[src/rtl/pipeline_ctrl_pkg.sv]
// Shared definitions for the pipeline stall/flush sequencer.
//   ctrl_state_t : sequencer state encoding (RUN=0, MEM_WAIT=1, FAULT=2)
//   REG_X0       : index of the hard-wired zero register
package pipe_ctrl_pkg;

  typedef enum logic [1:0] {
    ST_RUN      = 2'd0,
    ST_MEM_WAIT = 2'd1,
    ST_FAULT    = 2'd2
  } ctrl_state_t;

  localparam logic [4:0] REG_X0 = 5'd0;

endpackage

[src/rtl/pipeline_ctrl_hazard_detect.sv]
// Load-use hazard comparator (purely combinational).
//   id_rs1/id_rs2, id_uses_rs1/id_uses_rs2 : source operands of the ID instruction
//   ex_rd, ex_RW, ex_MR                    : destination / write / load flags of EX
//   load_use                               : ID needs a value a load in EX has not produced yet
module hazard_detect
  import pipe_ctrl_pkg::*;
(
  input  logic [4:0] id_rs1,
  input  logic [4:0] id_rs2,
  input  logic       id_uses_rs1,
  input  logic       id_uses_rs2,
  input  logic [4:0] ex_rd,
  input  logic       ex_RW,
  input  logic       ex_MR,
  output logic       load_use
);

  logic rs1_hit;
  logic rs2_hit;

  assign rs1_hit  = id_uses_rs1 & (id_rs1 == ex_rd);
  assign rs2_hit  = id_uses_rs2 & (id_rs2 == ex_rd);
  // Writes to x0 are discarded, so they never create a dependency.
  assign load_use = ex_MR & ex_RW & (ex_rd != REG_X0) & (rs1_hit | rs2_hit);

endmodule

[src/rtl/pipeline_ctrl.sv]
// Stall/flush sequencer for the 5-stage RV32 pipeline.
// Resolves data-memory wait, taken-branch redirect and load-use hazards,
// detects data-memory timeouts and keeps saturating stall/flush counters.
//   clk, rst                       : clock, synchronous active-high reset
//   id_*, ex_*                     : hazard inputs from the ID and EX stages
//   mem_MR, mem_MW, dmem_ready     : data-memory access in MEM and its handshake
//   *_en, *_flush                  : pipeline register controls (flush dominates enable)
//   ctrl_state                     : current sequencer state
//   mem_fault                      : sticky data-memory timeout indication
//   stall_cnt, flush_cnt           : saturating performance counters
module pipeline_ctrl
  import pipe_ctrl_pkg::*;
#(
  parameter int unsigned MEM_TIMEOUT = 15,
  parameter int unsigned CNT_W       = 16
) (
  input  logic             clk,
  input  logic             rst,
  input  logic [4:0]       id_rs1,
  input  logic [4:0]       id_rs2,
  input  logic             id_uses_rs1,
  input  logic             id_uses_rs2,
  input  logic [4:0]       ex_rd,
  input  logic             ex_RW,
  input  logic             ex_MR,
  input  logic             ex_branch_taken,
  input  logic             mem_MR,
  input  logic             mem_MW,
  input  logic             dmem_ready,
  output logic             pc_en,
  output logic             if_id_en,
  output logic             id_ex_en,
  output logic             ex_mem_en,
  output logic             mem_wb_en,
  output logic             if_id_flush,
  output logic             id_ex_flush,
  output logic             ex_mem_flush,
  output logic             mem_wb_flush,
  output logic [1:0]       ctrl_state,
  output logic             mem_fault,
  output logic [CNT_W-1:0] stall_cnt,
  output logic [CNT_W-1:0] flush_cnt
);

  ctrl_state_t state;
  logic [7:0]  wait_cnt;
  logic        load_use;
  logic        mem_stall;
  logic        branch_flush;

  hazard_detect u_hazard_detect (
    .id_rs1      (id_rs1),
    .id_rs2      (id_rs2),
    .id_uses_rs1 (id_uses_rs1),
    .id_uses_rs2 (id_uses_rs2),
    .ex_rd       (ex_rd),
    .ex_RW       (ex_RW),
    .ex_MR       (ex_MR),
    .load_use    (load_use)
  );

  assign mem_stall  = (mem_MR | mem_MW) & ~dmem_ready;
  assign ctrl_state = state;
  assign mem_fault  = (state == ST_FAULT) & ~rst;

  // Priority: reset, fault freeze, memory wait, branch redirect, load-use bubble.
  always_comb begin
    pc_en        = 1'b1;
    if_id_en     = 1'b1;
    id_ex_en     = 1'b1;
    ex_mem_en    = 1'b1;
    mem_wb_en    = 1'b1;
    if_id_flush  = 1'b0;
    id_ex_flush  = 1'b0;
    ex_mem_flush = 1'b0;
    mem_wb_flush = 1'b0;
    branch_flush = 1'b0;
    if (rst) begin
      {pc_en, if_id_en, id_ex_en, ex_mem_en, mem_wb_en} = '0;
      {if_id_flush, id_ex_flush, ex_mem_flush, mem_wb_flush} = '1;
    end else if (state == ST_FAULT) begin
      {pc_en, if_id_en, id_ex_en, ex_mem_en, mem_wb_en} = '0;
    end else if (mem_stall) begin
      // EX is frozen, so a pending branch or load-use re-evaluates on release.
      {pc_en, if_id_en, id_ex_en, ex_mem_en, mem_wb_en} = '0;
      mem_wb_flush = 1'b1;
    end else if (ex_branch_taken) begin
      // The ID instruction is squashed, which also resolves any load-use on it.
      if_id_flush  = 1'b1;
      id_ex_flush  = 1'b1;
      branch_flush = 1'b1;
    end else if (load_use) begin
      pc_en       = 1'b0;
      if_id_en    = 1'b0;
      id_ex_flush = 1'b1;
    end
  end

  always_ff @(posedge clk) begin
    if (rst) begin
      state     <= ST_RUN;
      wait_cnt  <= '0;
      stall_cnt <= '0;
      flush_cnt <= '0;
    end else begin
      unique case (state)
        ST_RUN: begin
          if (mem_stall) begin
            state    <= ST_MEM_WAIT;
            wait_cnt <= 8'd1;
          end
        end
        ST_MEM_WAIT: begin
          if (dmem_ready) begin
            state    <= ST_RUN;
            wait_cnt <= '0;
          end else if (mem_stall && wait_cnt == 8'(MEM_TIMEOUT)) begin
            state <= ST_FAULT;
          end else if (wait_cnt != '1) begin
            wait_cnt <= wait_cnt + 8'd1;
          end
        end
        ST_FAULT: state <= ST_FAULT;
        default:  state <= ST_RUN;
      endcase
      if (state != ST_FAULT && !pc_en && stall_cnt != '1)
        stall_cnt <= stall_cnt + 1'b1;
      if (branch_flush && flush_cnt != '1)
        flush_cnt <= flush_cnt + 1'b1;
    end
  end

endmodule

[config.mk]
export PLATFORM = sky130hd
export DESIGN_NAME = pipeline_ctrl
export DESIGN_NICKNAME = d
export VERILOG_FILES = /design/src/rtl/pipeline_ctrl_pkg.sv /design/src/rtl/pipeline_ctrl_hazard_detect.sv /design/src/rtl/pipeline_ctrl.sv
export SDC_FILE = /design/constraint.sdc
export NUM_CORES = 1
export LEC_CHECK = 0
export BUFFER_PORTS_ARGS = -buffer_cell sky130_fd_sc_hd__buf_2
export CORE_ASPECT_RATIO = 0.6
export CORE_MARGIN = 1
export CORE_UTILIZATION = 35
export DETAILED_ROUTE_END_ITERATION = 12
export PLACE_DENSITY = 0.61
export SLEW_MARGIN = 40
export SYNTH_ARGS = -nofsm -noshare
export SYNTH_HDL_FRONTEND = slang
export SYNTH_SLANG_ARGS = --single-unit
[constraint.sdc]
create_clock -name clk -period 3 [get_ports clk]
set_input_delay 0.3 -clock clk [delete_from_list [all_inputs] [get_ports clk]]
set_output_delay 0.3 -clock clk [all_outputs]
set_load 0.02 [all_outputs]
* Word-level counts from Yosys, hierarchy flattened *
Cells that the tools add are included.

word-level totals
  flip-flop bits (word level) = 42
  bits of input ports = 25
  output and inout bits = 44
  word-level logic and storage cells = 72

operators by class
  add/subtract/negate cells = 3
  equality and inequality tests = 13
  mux-type cells = 31
  bitwise gates (word level) = 11
  reductions and logical operators = 10

operators with widths
  operator                                                                number
  16-bit by 1-bit adder with 16-bit output (second input constant)        2
  8-bit two-way mux                                                       4
  16-bit != test (second input constant)                                  2
  1-bit two-way mux                                                       22
  8-bit one-hot mux with 2 select lines                                   1
  5-bit equality test                                                     2
  3-bit != test (second input constant)                                   3
  8-bit by 1-bit adder with 8-bit output (second input constant)          1
  8-bit by 4-bit equality test with 1-bit output (second input constant)  1
  8-bit != test (second input constant)                                   1
  1-bit AND                                                               7
  2-bit two-way mux                                                       3
  2-bit one-hot mux with 3 select lines                                   1
  5-bit nonzero test                                                      1
  1-bit logical AND                                                       4
  2-bit != test (second input constant)                                   2
  4-bit AND reduction                                                     1
  2-bit by 1-bit equality test with 1-bit output (second input constant)  1
  2-bit equality test (second input constant)                             1
  2-bit zero test                                                         1
  1-bit inverter                                                          2
  1-bit OR                                                                2
  2-bit AND reduction                                                     1
  2-bit nonzero test                                                      1
  1-bit zero test                                                         1

* Depth between registers and ports, before layout *
Gate-level depths: netlist of run 1.

  word-level depth = 12
  depth in mapped cells = 9

* Cells and area by module *
Synthesis of run 1 repeated with hierarchy kept, for this count alone.

second synthesis, totals
  cells, all modules = 280
  area, all modules = 2467.4 µm²

by module, submodules not included
  module         instances  cells an instance  area each (µm²)  sequential area each (µm²)
  pipeline_ctrl  1          263                2332.2           840.8
  hazard_detect  1          17                 135.1            0.0

* Worst setup path after synthesis of run 1 *
Ideal clock, no wire load.

  kind = flip-flop to flip-flop
  start = register state[0] (netlist: ctrl_state[0])
  end = register stall_cnt[0]
  data arrival time = 2.240 ns
  data required time = 2.929 ns
  path slack = 0.689 ns
  stages on the path, launching flop included = 10
  buffers on the path = 3
  cell sequence = dfxtp_1 > buf_2 > and2b_1 > nor3_2 > nor2_1 > a31oi_2 > buf_4 > buf_4 > o21ai_0 > a21oi_1

between the ends
  word-level cells in the longest chain between the ends = 6
  elaborated cells between the ends (all ways) = 7
  classes of those cells = eq/ne: 2; mux: 2; reduce/logical: 3

ends and longest elaborated chain
  item                              line                  text
  from (decl)                       pipeline_ctrl.sv:45   ctrl_state_t state;
  from (signal assigned)            pipeline_ctrl.sv:101  state <= ST_RUN;
  from (signal assigned)            pipeline_ctrl.sv:109  state <= ST_MEM_WAIT;
  from (signal assigned)            pipeline_ctrl.sv:115  state <= ST_RUN;
  2-bit equality test               pipeline_ctrl.sv:81   end else if (state == ST_FAULT) begin
  1-bit two-way mux                 pipeline_ctrl.sv:81
  1-bit two-way mux                 pipeline_ctrl.sv:78   if (rst) begin
  1-bit zero test                   pipeline_ctrl.sv:126  if (state != ST_FAULT && !pc_en && stall_cnt != '1)
  1-bit logical AND * (2 in a row)  pipeline_ctrl.sv:126
  to (signal assigned)              pipeline_ctrl.sv:127  stall_cnt <= stall_cnt + 1'b1;
  to (decl)                         pipeline_ctrl.sv:41   output logic [CNT_W-1:0] stall_cnt,

Every way passes the cells marked *; elsewhere a longest branch is shown, timed or not.
A chain may end at the register's enable or synchronous reset.

* Worst setup path after layout of run 1 *
  start = register wait_cnt[0]
  end = register wait_cnt[7]

between the ends
  word-level cells in the longest chain between the ends = 5
  elaborated cells between the ends (all ways) = 11
  classes of those cells = add/sub: 1; eq/ne: 4; mux: 4; reduce/logical: 2

ends and longest elaborated chain
  item                                    line                  text
  from (decl)                             pipeline_ctrl.sv:46   logic [7:0] wait_cnt;
  from (signal assigned)                  pipeline_ctrl.sv:120  wait_cnt <= wait_cnt + 8'd1;
  8-bit by 1-bit adder with 8-bit output  pipeline_ctrl.sv:120
  8-bit two-way mux                       pipeline_ctrl.sv:119  end else if (wait_cnt != '1) begin
  8-bit two-way mux                       pipeline_ctrl.sv:117  end else if (mem_stall && wait_cnt == 8'(MEM_TIMEOUT)) begin
  8-bit two-way mux                       pipeline_ctrl.sv:114  if (dmem_ready) begin
  8-bit one-hot mux with 2 select lines   pipeline_ctrl.sv:106  unique case (state)

Parallel ways exist; a longest one is shown, timed or not. The select of a mux whose other input is x is not followed.

==> results of run 1 <==
## registers in the layout, indices dropped and copies added, names as in the netlist
signal,count
ctrl_state,2
flush_cnt,16
stall_cnt,16
wait_cnt,8
## area by class of cell
cell class / count / area [um2]
fillers: 629 / 3386
inverters: 7 / 26.28
well taps: 84 / 105.1
clock inverters: 3 / 68.82
flip-flops and latches: 42 / 840.8
multi-input cells: 225 / 1429
repair buffers: 73 / 377.9
clock buffers: 5 / 125.1
## placed cells by master, fill, tap and decap left out, types with 2 or more instances in the layout
cell        n
or3_1       4
nor2_1     31
dfxtp_1    42
o31ai_1    10
bufinv_16   2
nand4_1    11
and3_1      8
xor2_1     10
nand2_1    18
a21oi_1    24
buf_2      68
or4_1      16
and2_1      3
o2111ai_1   2
a41o_1      2
nand2b_1    2
and4_1      6
nand3_1    18
nor3_1      3
ha_1        3
xnor2_1    13
o21ai_1     2
a31o_2      2
nor4_1      2
inv_1       7
buf_4       5
o21ai_0     9
mux2i_1     4
clkbuf_16   5
nor2b_1     5
or2_2       2
## metal layers
metal	GRT usage (%)	up-vias	share of wire (%)
met5	0	-	0
met4	3.378	0	0.79
met3	4.335	6	6.6
met2	26.10	71	41
met1	26.12	1088	52
li1	-	1197	-
## power by group
part           internal, mW  leakage (nW)  switching, mW
logic                0.0556         0.766         0.0845
clock network         0.478        0.0940          0.231
registers             0.565         0.339        0.00957
total                  1.10          1.20          0.325
## path summary, 6_finish.rpt
| path | from | to | slack (ns) |
|---|---|---|---|
| worst max register to register | wait_cnt[0] | wait_cnt[7] | 0.79 |
| worst max-delay path | wait_cnt[0] | wait_cnt[7] | 0.79 |
| worst min-delay path | rst | flush_cnt[11] | 0.38 |
| worst min register to register | flush_cnt[4] | flush_cnt[4] | 0.49 |
## cell usage after synthesis, types with 2 or more instances
master     number  area (um2)
a41o_1          2       20.02
and3_1          8       50.05
o21ai_0         9       45.04
nand3_1        18       90.09
nand2_1        18       67.56
xnor2_1        13       113.9
nor3_1          3       15.01
inv_1           7       26.28
dfxtp_1        42       840.8
a31o_2          2       17.52
o31ai_1        10       75.07
or2_2           2       12.51
xor2_1         10       87.58
or4_1          16       120.1
or3_1           4       25.02
o2111ai_1       2       17.52
nor2b_1         5       31.28
mux2i_1         4       40.04
nand2b_1        2       12.51
nor2_1         31       116.4
nand4_1        11       68.82
o21ai_1         2       10.01
clkbuf_1       11       41.29
nor4_1          2       12.51
ha_1            3       37.54
and2_1          3       18.77
buf_4           6       45.04
and4_1          6       52.55
a21oi_1        24       120.1
## cell families after synthesis
family	Yosys count	synth area share [%]
AND/OR/NAND/NOR	134	30.67
flip-flops	42	35.05
XOR/XNOR	23	8.398
adder cells (fa/ha/maj)	3	1.565
multiplexers	5	2.139
AO/OA/AOI/OAI	60	16.80
buffers and inverters	26	5.373
## per-stage QoR
step	instances	total power, mW
floorplan	293	0.6815
CTS	439	1.438
global placement	431	0.7261
detailed placement	431	0.7269
global route	439	1.488
finish	439	1.423
## worst register-to-register path, cell delays in order, from the launching register on
cell      delay [ns]
dfxtp_1         0.33
ha_1            0.24
nand3_1         0.13
nor3_1          0.09
a2111o_1        0.60
or4_1           0.58
a21oi_1         0.17
==> results.json, run 1 <==
{
  "status": "completed",
  "slew_viol_final": 0,
  "wl_per_cell_um": 14.05,
  "layout_setup_ws_ns": 0.7898,
  "syn_area_per_cell_um2": 8.186,
  "clock_path_buffers": 2,
  "numCtsBuffers": 5,
  "grt_pass1_wl_mm": 10.08,
  "postSynth.asyncResetShare_pct": 0,
  "antenna_found_initial": 0,
  "grtUsageTotal_pct": 17.81,
  "drt_drc_violations_left": 0,
  "synth.net_count": 321,
  "postCtsResizedCells": 0,
  "via_per_inst": 5.380,
  "dieArea_um2": 7199,
  "synth_flop_cell": "dfxtp_1",
  "max_freq_ghz": 0.4524,
  "core_um2": 6359,
  "cts-root-buf": "clkbuf_16",
  "critPathBufInv": 0,
  "cp.depth": 6,
  "clk-insertion-delay-late_ns": 0.28,
  "arrival_ns": 2.42,
  "cts_hold_buf": 0,
  "path_cells": "ha_1 -> nand3_1 -> nor3_1 -> a2111o_1 -> or4_1 -> a21oi_1",
  "setup_viol": 0,
  "routed_wl_mm": 6.167,
  "ys_ff_latch": 42,
  "die_h_um": 66.13,
  "io_buffers": 68,
  "crit_slowest_cell": "a2111o_1",
  "timing.hold.ws_ns": 0.3787,
  "cap_violations": 0,
  "dr.pass1.iters": 4,
  "holdPathStages": 2,
  "period_minus_slack_ns": 2.210,
  "syn_inst": 293,
  "cp-end-kind": "register",
  "cp_max_fo": 15,
  "final_area_um2": 2973,
  "powerDensity_nw_per_um2": 478.8,
  "drtIter0Drc": 132,
  "cp.required_ns": 3.21,
  "postRouteAntennaNets": 0,
  "fin_crit_sh_pct": 73.67,
  "cpPeakStageDelay_ns": 0.60,
  "cts_tree": "yes",
  "finalHoldViolCount": 0,
  "place_area_um2": 2779,
  "gp_congestion": 0.7514,
  "row_count": 22,
  "antenna_cells": 0,
  "grt_pass1_vias": 2038,
  "synth-edff-count": 0,
  "grt_remaining_overflow": 0,
  "pre_cts_ws_ns": 0.8347,
  "vdd_drop_max_v": 0.0002460,
  "leakagePower_nw": 1.199,
  "start_util_pct": 37.72,
  "grt_setup_unrepaired": "false",
  "cts_num_sinks": 42,
  "num_vias": 2362,
  "path_class": "reg -> reg",
  "grt_max_degree": 26,
  "worst_clock_skew_ns": 0.007725,
  "cts_max_level": 2,
  "synth-seq-area-share_pct": 35.05,
  "clk_pin_slew_ns": 0.07,
  "max_slew_margin_pct": 67.50,
  "area_delta_synth_final_pct": 23.94,
  "dp_hpwl_mm": 4.556,
  "tightest_slew_ns": 0.4831,
  "fin_tns_setup_ns": 0,
  "ys_warn_count": 0,
  "layout-drive-gt1-share_pct": 25.63,
  "start_kind": "register",
  "hold_path_class": "in -> reg",
  "cts_setup_buffers": 0,
  "die_w_um": 108.9,
  "crit_family": "simple AND/OR/NAND/NOR gates",
  "io_pins": 69,
  "yosysUniqueCellTypes": 46,
  "nNetsFinal": 382,
  "final_util_pct": 46.75,
  "syn-cell-area_um2": 2399,
  "r2r_cells": 6
}
No activity file was read; power rests on OpenSTA's default activity.
==> inputs of run 2 (changes only) <==
Settings changed: PLACE_DENSITY 0.61 to 0.63.
Clock period 3 ns to 2 ns, I/O delays scaled along.
==> run 2 against run 1 <==
Compared with the run above: count of clock-buffer cells in the layout increased by 1; core utilization increased by 3.3 points; total power increased by 45%; critical path depth increased by 1; critical endpoint is now wait_cnt[5]; register-to-register slack got worse by 0.73 ns; non-clock buffer count increased by 19; global-route usage increased by 0.79 points; sequential cell count unchanged.
==> results.json, run 2 (synthesis results as in run 1) <==
{
  "combPwrFrac_pct": 12.2,
  "nNetsFinal": 402,
  "pwr-share-seq_pct": 41.6,
  "status": "completed",
  "sw_frac_of_total_pct": 23.61,
  "clk_pin_slew_ns": 0.06,
  "worst_clock_skew_ns": 0.002672,
  "cp-end-kind": "register",
  "cts_tree": "yes",
  "cp-startpoint": "wait_cnt[1]",
  "clock_path_buffers": 2,
  "io_pins": 69,
  "slew_viol_final": 0,
  "grt_max_degree": 26,
  "area_delta_synth_final_pct": 32.71,
  "grt_remaining_overflow": 0,
  "min_from": "rst",
  "drtIter0Drc": 84,
  "dieArea_um2": 7199,
  "via_per_inst": 5.310,
  "finalHoldViolCount": 0,
  "start_util_pct": 37.72,
  "gp_congestion": 0.8013,
  "cp_max_fo": 6,
  "mostFrequentLayoutCells": "buf_2, dfxtp_1, nor2_1",
  "num_vias": 2432,
  "clk-insertion-delay-late_ns": 0.28,
  "cts_num_sinks": 42,
  "leakagePower_nw": 1.300,
  "crit_slowest_cell": "or4b_1",
  "cp.depth": 7,
  "reg_top3": "flush_cnt (16), stall_cnt (16), wait_cnt (8)",
  "path_class": "reg -> reg",
  "worstReg2RegStart": "wait_cnt[1]",
  "grt_pass1_wl_mm": 10.29,
  "io_buffers": 68,
  "hold_path_class": "in -> reg",
  "arrival_ns": 2.15,
  "antenna_found_initial": 0,
  "path_cells": "ha_2 -> nand3_1 -> or2_4 -> nor2_1 -> a2111o_2 -> or4b_1 -> a21oi_1",
  "final_cell_count_no_fill": 458,
  "tightest_slew_ns": 0.4171,
  "vdd_drop_max_v": 0.0002812,
  "layout-drive-gt1-share_pct": 32.62,
  "setup_viol": 0,
  "dp.cells": 448,
  "cts-root-buf": "clkbuf_16",
  "cp.required_ns": 2.21,
  "r2r_end": "wait_cnt[5]",
  "holdPathStages": 4,
  "grt_pass1_vias": 2061,
  "grtUsageTotal_pct": 18.60,
  "wl_per_cell_um": 14.13,
  "drt_drc_violations_left": 0,
  "dp_hpwl_mm": 4.679,
  "critPathBufInv": 0,
  "max_slew_margin_pct": 72.20,
  "layout_commonest_cell": "buf_2",
  "powerDensity_nw_per_um2": 646.7,
  "routed_wl_mm": 6.471,
  "core_um2": 6359,
  "cts_max_level": 2,
  "r2r_slack_ns": 0.06,
  "die_h_um": 66.13,
  "row_count": 22,
  "power.switching_mw": 0.4861,
  "antenna_cells": 0,
  "power_frac_clock_pct": 46.2,
  "period_minus_slack_ns": 1.944,
  "cpPeakStageDelay_ns": 0.54,
  "cap_violations": 0,
  "numCtsBuffers": 5,
  "whs_endpoint": "flush_cnt[14]",
  "start_kind": "register",
  "fin_tns_setup_ns": 0,
  "fin_crit_sh_pct": 97.18,
  "cts_hold_buf": 0,
  "dr.pass1.iters": 6,
  "r2r_cells": 7,
  "internal_power_mw": 1.572,
  "crit_family": "simple AND/OR/NAND/NOR gates",
  "max_freq_ghz": 0.5145,
  "die_w_um": 108.9,
  "postRouteAntennaNets": 0
}
-- run 2: cell types whose count changed in the layout (fill, tap and decap cells not counted), moves of 2 or more --
cell,before,now
buf_4,5,22
dfxtp_1,42,38
dfxtp_2,0,3
nor2_1,31,29
nor3_4,0,2
-- run 2: area by class of cell --
type	count	area (um2)
Fill cell	615	3176
Sequential cell	42	848.3
Clock buffer	6	138.9
Multi-Input combinational cell	226	1498
Timing Repair Buffer	92	536.8
Inverter	7	26.28
Tap cell	84	105.1
Clock inverter	1	30.03
-- run 2: repair_timing --
item | 4_1_cts | 5_1_grt
pin swaps | 1 | 6
cloned | 1 | 0
resized for setup | 4 | 12
setup endpoints to repair | 6 | 8
setup buffers | 2 | 1
-- run 2: through the flow --
stage	power (mW)	area [um2]	hold WS [ns]	setup WS [ns]	util, %
global route	2.148	3183	0.4094	-0.002393	50.06
CTS	2.084	3146	0.3602	0.01141	49.47
detailed placement	1.115	2939	0.4990	-0.1171	46.22
global placement	1.113	2939	0.4768	-0.04914	46.22
floorplan	1.028	2422	0.4355	0.0004174	-
finish	2.059	3183	0.3695	0.05636	50.06
-- run 2: power groups by stage --
| stage | Clock [mW] | Combinational, mW | Sequential, mW |
|---|---|---|---|
| 2_1_floorplan | 0 | 0.142 | 0.886 |
| 3_3_place_gp | 0 | 0.237 | 0.876 |
| 3_5_place_dp | 0 | 0.239 | 0.876 |
| 4_1_cts | 0.977 | 0.249 | 0.858 |
| 5_1_grt | 1.01 | 0.277 | 0.859 |
| 6_report | 0.950 | 0.251 | 0.857 |
-- run 2: layer usage --
layer,part of all wire (%),wire length [um],vias to the layer above,global-route usage (%)
li1,-,-,1237,-
met1,55,3554,1132,27.28
met2,40,2586,55,26.81
met3,3.9,254,8,3.842
met4,1.2,76,0,5.574
met5,0,0,-,0
-- run 2: worst reg2reg max path: cells and delay by family (launching register included) --
kind | cells | cell delay, ns
simple gates | 4 | 0.79
compound gates | 2 | 0.56
flops | 1 | 0.32
fa+ha+maj | 1 | 0.19
-- run 2: how the worst max path moves through the flow --
stage	slack, ns	to
after floorplan	0.0004	stall_cnt[0]
after global placement	-0.05	wait_cnt[7]
after detailed placement	-0.12	wait_cnt[7]
after CTS	0.01	wait_cnt[5]
after global routing	-0.002	stall_cnt[11]
final	0.06	wait_cnt[5]
==> inputs of run 3 (changes only) <==
Settings changed: BUFFER_PORTS_ARGS -buffer_cell sky130_fd_sc_hd__buf_2 to -buffer_cell sky130_fd_sc_hd__buf_4.
==> run 3 against run 2 <==
Compared with the run above: total power decreased by 3.8%; register-to-register slack about the same; critical path depth unchanged; critical path type unchanged; sequential share of layout area decreased by 1.6 points; largest cell class unchanged; first-iteration DRC count rose by 55%; count of clock-buffer cells in the layout is the same; non-clock buffer count increased by 5; via count is essentially flat; setup slack improved by 0.0028 ns.
==> results.json, run 3 (synthesis results as in run 1) <==
{
  "status": "completed",
  "tightest_slew_ns": 0.4112,
  "fin_crit_sh_pct": 97.04,
  "routed_wl_mm": 6.553,
  "layout-drive-gt1-share_pct": 32.63,
  "die_h_um": 66.13,
  "clk-insertion-delay-late_ns": 0.29,
  "core_um2": 6359,
  "combPwrFrac_pct": 14.3,
  "slew_viol_final": 0,
  "path_class": "reg -> reg",
  "numCtsBuffers": 5,
  "drtIter0Drc": 130,
  "final_util_pct": 52.85,
  "cp_max_fo": 7,
  "pre_cts_ws_ns": -0.07842,
  "grt_remaining_overflow": 0,
  "row_count": 22,
  "setup_viol": 0,
  "wl_met3_um": 343,
  "via_per_inst": 5.237,
  "grt_pass1_wl_mm": 10.44,
  "dr_wl_met2_mm": 2.657,
  "timing.hold.ws_ns": 0.3198,
  "grt_pass1_vias": 2121,
  "sw_frac_of_total_pct": 25.30,
  "max_slew_margin_pct": 72.58,
  "dieArea_um2": 7199,
  "area_delta_synth_final_pct": 40.11,
  "power.total_mw": 1.980,
  "clk_pin_slew_ns": 0.06,
  "fin_tns_setup_ns": 0,
  "period_minus_slack_ns": 1.941,
  "cp-end-kind": "register",
  "layout_setup_ws_ns": 0.05918,
  "leakagePower_nw": 1.337,
  "wl_per_cell_um": 14.12,
  "dp_hpwl_mm": 4.787,
  "grt_max_degree": 26,
  "max_freq_ghz": 0.5152,
  "start_kind": "register",
  "pwr-share-seq_pct": 43.3,
  "reg_top3": "flush_cnt (16), stall_cnt (16), wait_cnt (8)",
  "grtUsageTotal_pct": 19.11,
  "power_frac_clock_pct": 42.5,
  "cp.required_ns": 2.23,
  "io_pins": 69,
  "io_buffers": 68,
  "r2r_cells": 7,
  "die_w_um": 108.9,
  "worst_clock_skew_ns": 0.004858,
  "dp.cells": 453,
  "antenna_cells": 0,
  "antenna_found_initial": 0,
  "internal_power_mw": 1.479,
  "clock_path_buffers": 2,
  "cts_tree": "yes",
  "powerDensity_nw_per_um2": 589.3,
  "layout_commonest_cell": "buf_4",
  "top_layer": "met4",
  "vdd_drop_max_v": 0.0002641,
  "dr.pass1.iters": 4,
  "finalHoldViolCount": 0,
  "power.switching_mw": 0.5010,
  "drt_drc_violations_left": 0,
  "cap_violations": 0,
  "gp_congestion": 0.8291,
  "nNetsFinal": 407,
  "grt_setup_unrepaired": "true",
  "final_area_um2": 3361,
  "holdPathStages": 4,
  "cts_num_sinks": 42,
  "cts_hold_buf": 0,
  "mostFrequentLayoutCells": "buf_4, dfxtp_1, nor2_1",
  "arrival_ns": 2.17,
  "num_vias": 2430,
  "hold_path_class": "in -> reg",
  "postRouteAntennaNets": 0,
  "start_util_pct": 37.72,
  "wl_met1_mm": 3.448,
  "cts_max_level": 2,
  "cts-root-buf": "clkbuf_16",
  "final_cell_count_no_fill": 464,
  "place_area_um2": 3159
}
## run 3: changes by cell type in the layout (fill, tap and decap cells not counted), moves of 2 or more
cell	before	now
a21oi_1	23	21
a21oi_2	1	3
buf_2	68	0
buf_4	22	95
dfxtp_1	38	41
dfxtp_2	3	1
## run 3: final timing paths
kind | slack [ns] | start | endpoint
worst max-delay path | 0.06 | wait_cnt[0] | wait_cnt[5]
worst min-delay path | 0.32 | rst | flush_cnt[4]
worst max register to register | 0.06 | wait_cnt[0] | wait_cnt[5]
worst min register to register | 0.50 | flush_cnt[4] | flush_cnt[4]
## run 3: what timing repair did
item	in CTS	in global routing
setup endpoints to repair	7	7
buffers inserted	0	2
pin swaps	1	2
cloned	1	0
resized for setup	2	4
## run 3: critical path: stages, from the launching register on
cell and delay [ns]:
dfxtp_1 0.31, ha_2 0.21, nand3_1 0.08, or2_2 0.11, nor2_1 0.05, a2111o_1 0.40, or4b_1 0.56, a21oi_2 0.15
## run 3: power by group through the flow
| stage | clock network [mW] | registers [mW] | logic [mW] |
|---|---|---|---|
| 3_5_place_dp | 0 | 0.875 | 0.273 |
| 6_report | 0.841 | 0.857 | 0.283 |
| 5_1_grt | 0.899 | 0.858 | 0.308 |
| 2_1_floorplan | 0 | 0.886 | 0.142 |
| 3_3_place_gp | 0 | 0.875 | 0.269 |
| 4_1_cts | 0.866 | 0.856 | 0.278 |
## run 3: layout make-up
class | count | area (um2)
clock buffers | 6 | 138.9
fillers | 616 | 2998
clock inverters | 2 | 12.51
multi-input cells | 226 | 1483
well taps | 84 | 105.1
flip-flops and latches | 42 | 842.1
repair buffers | 97 | 753.2
inverters | 7 | 26.28
## run 3: layer usage
metal	global-route usage [%]	up-vias
li1	-	1248
met5	0	-
met1	27.33	1123
met2	27.20	51
met3	4.236	8
met4	8.108	0
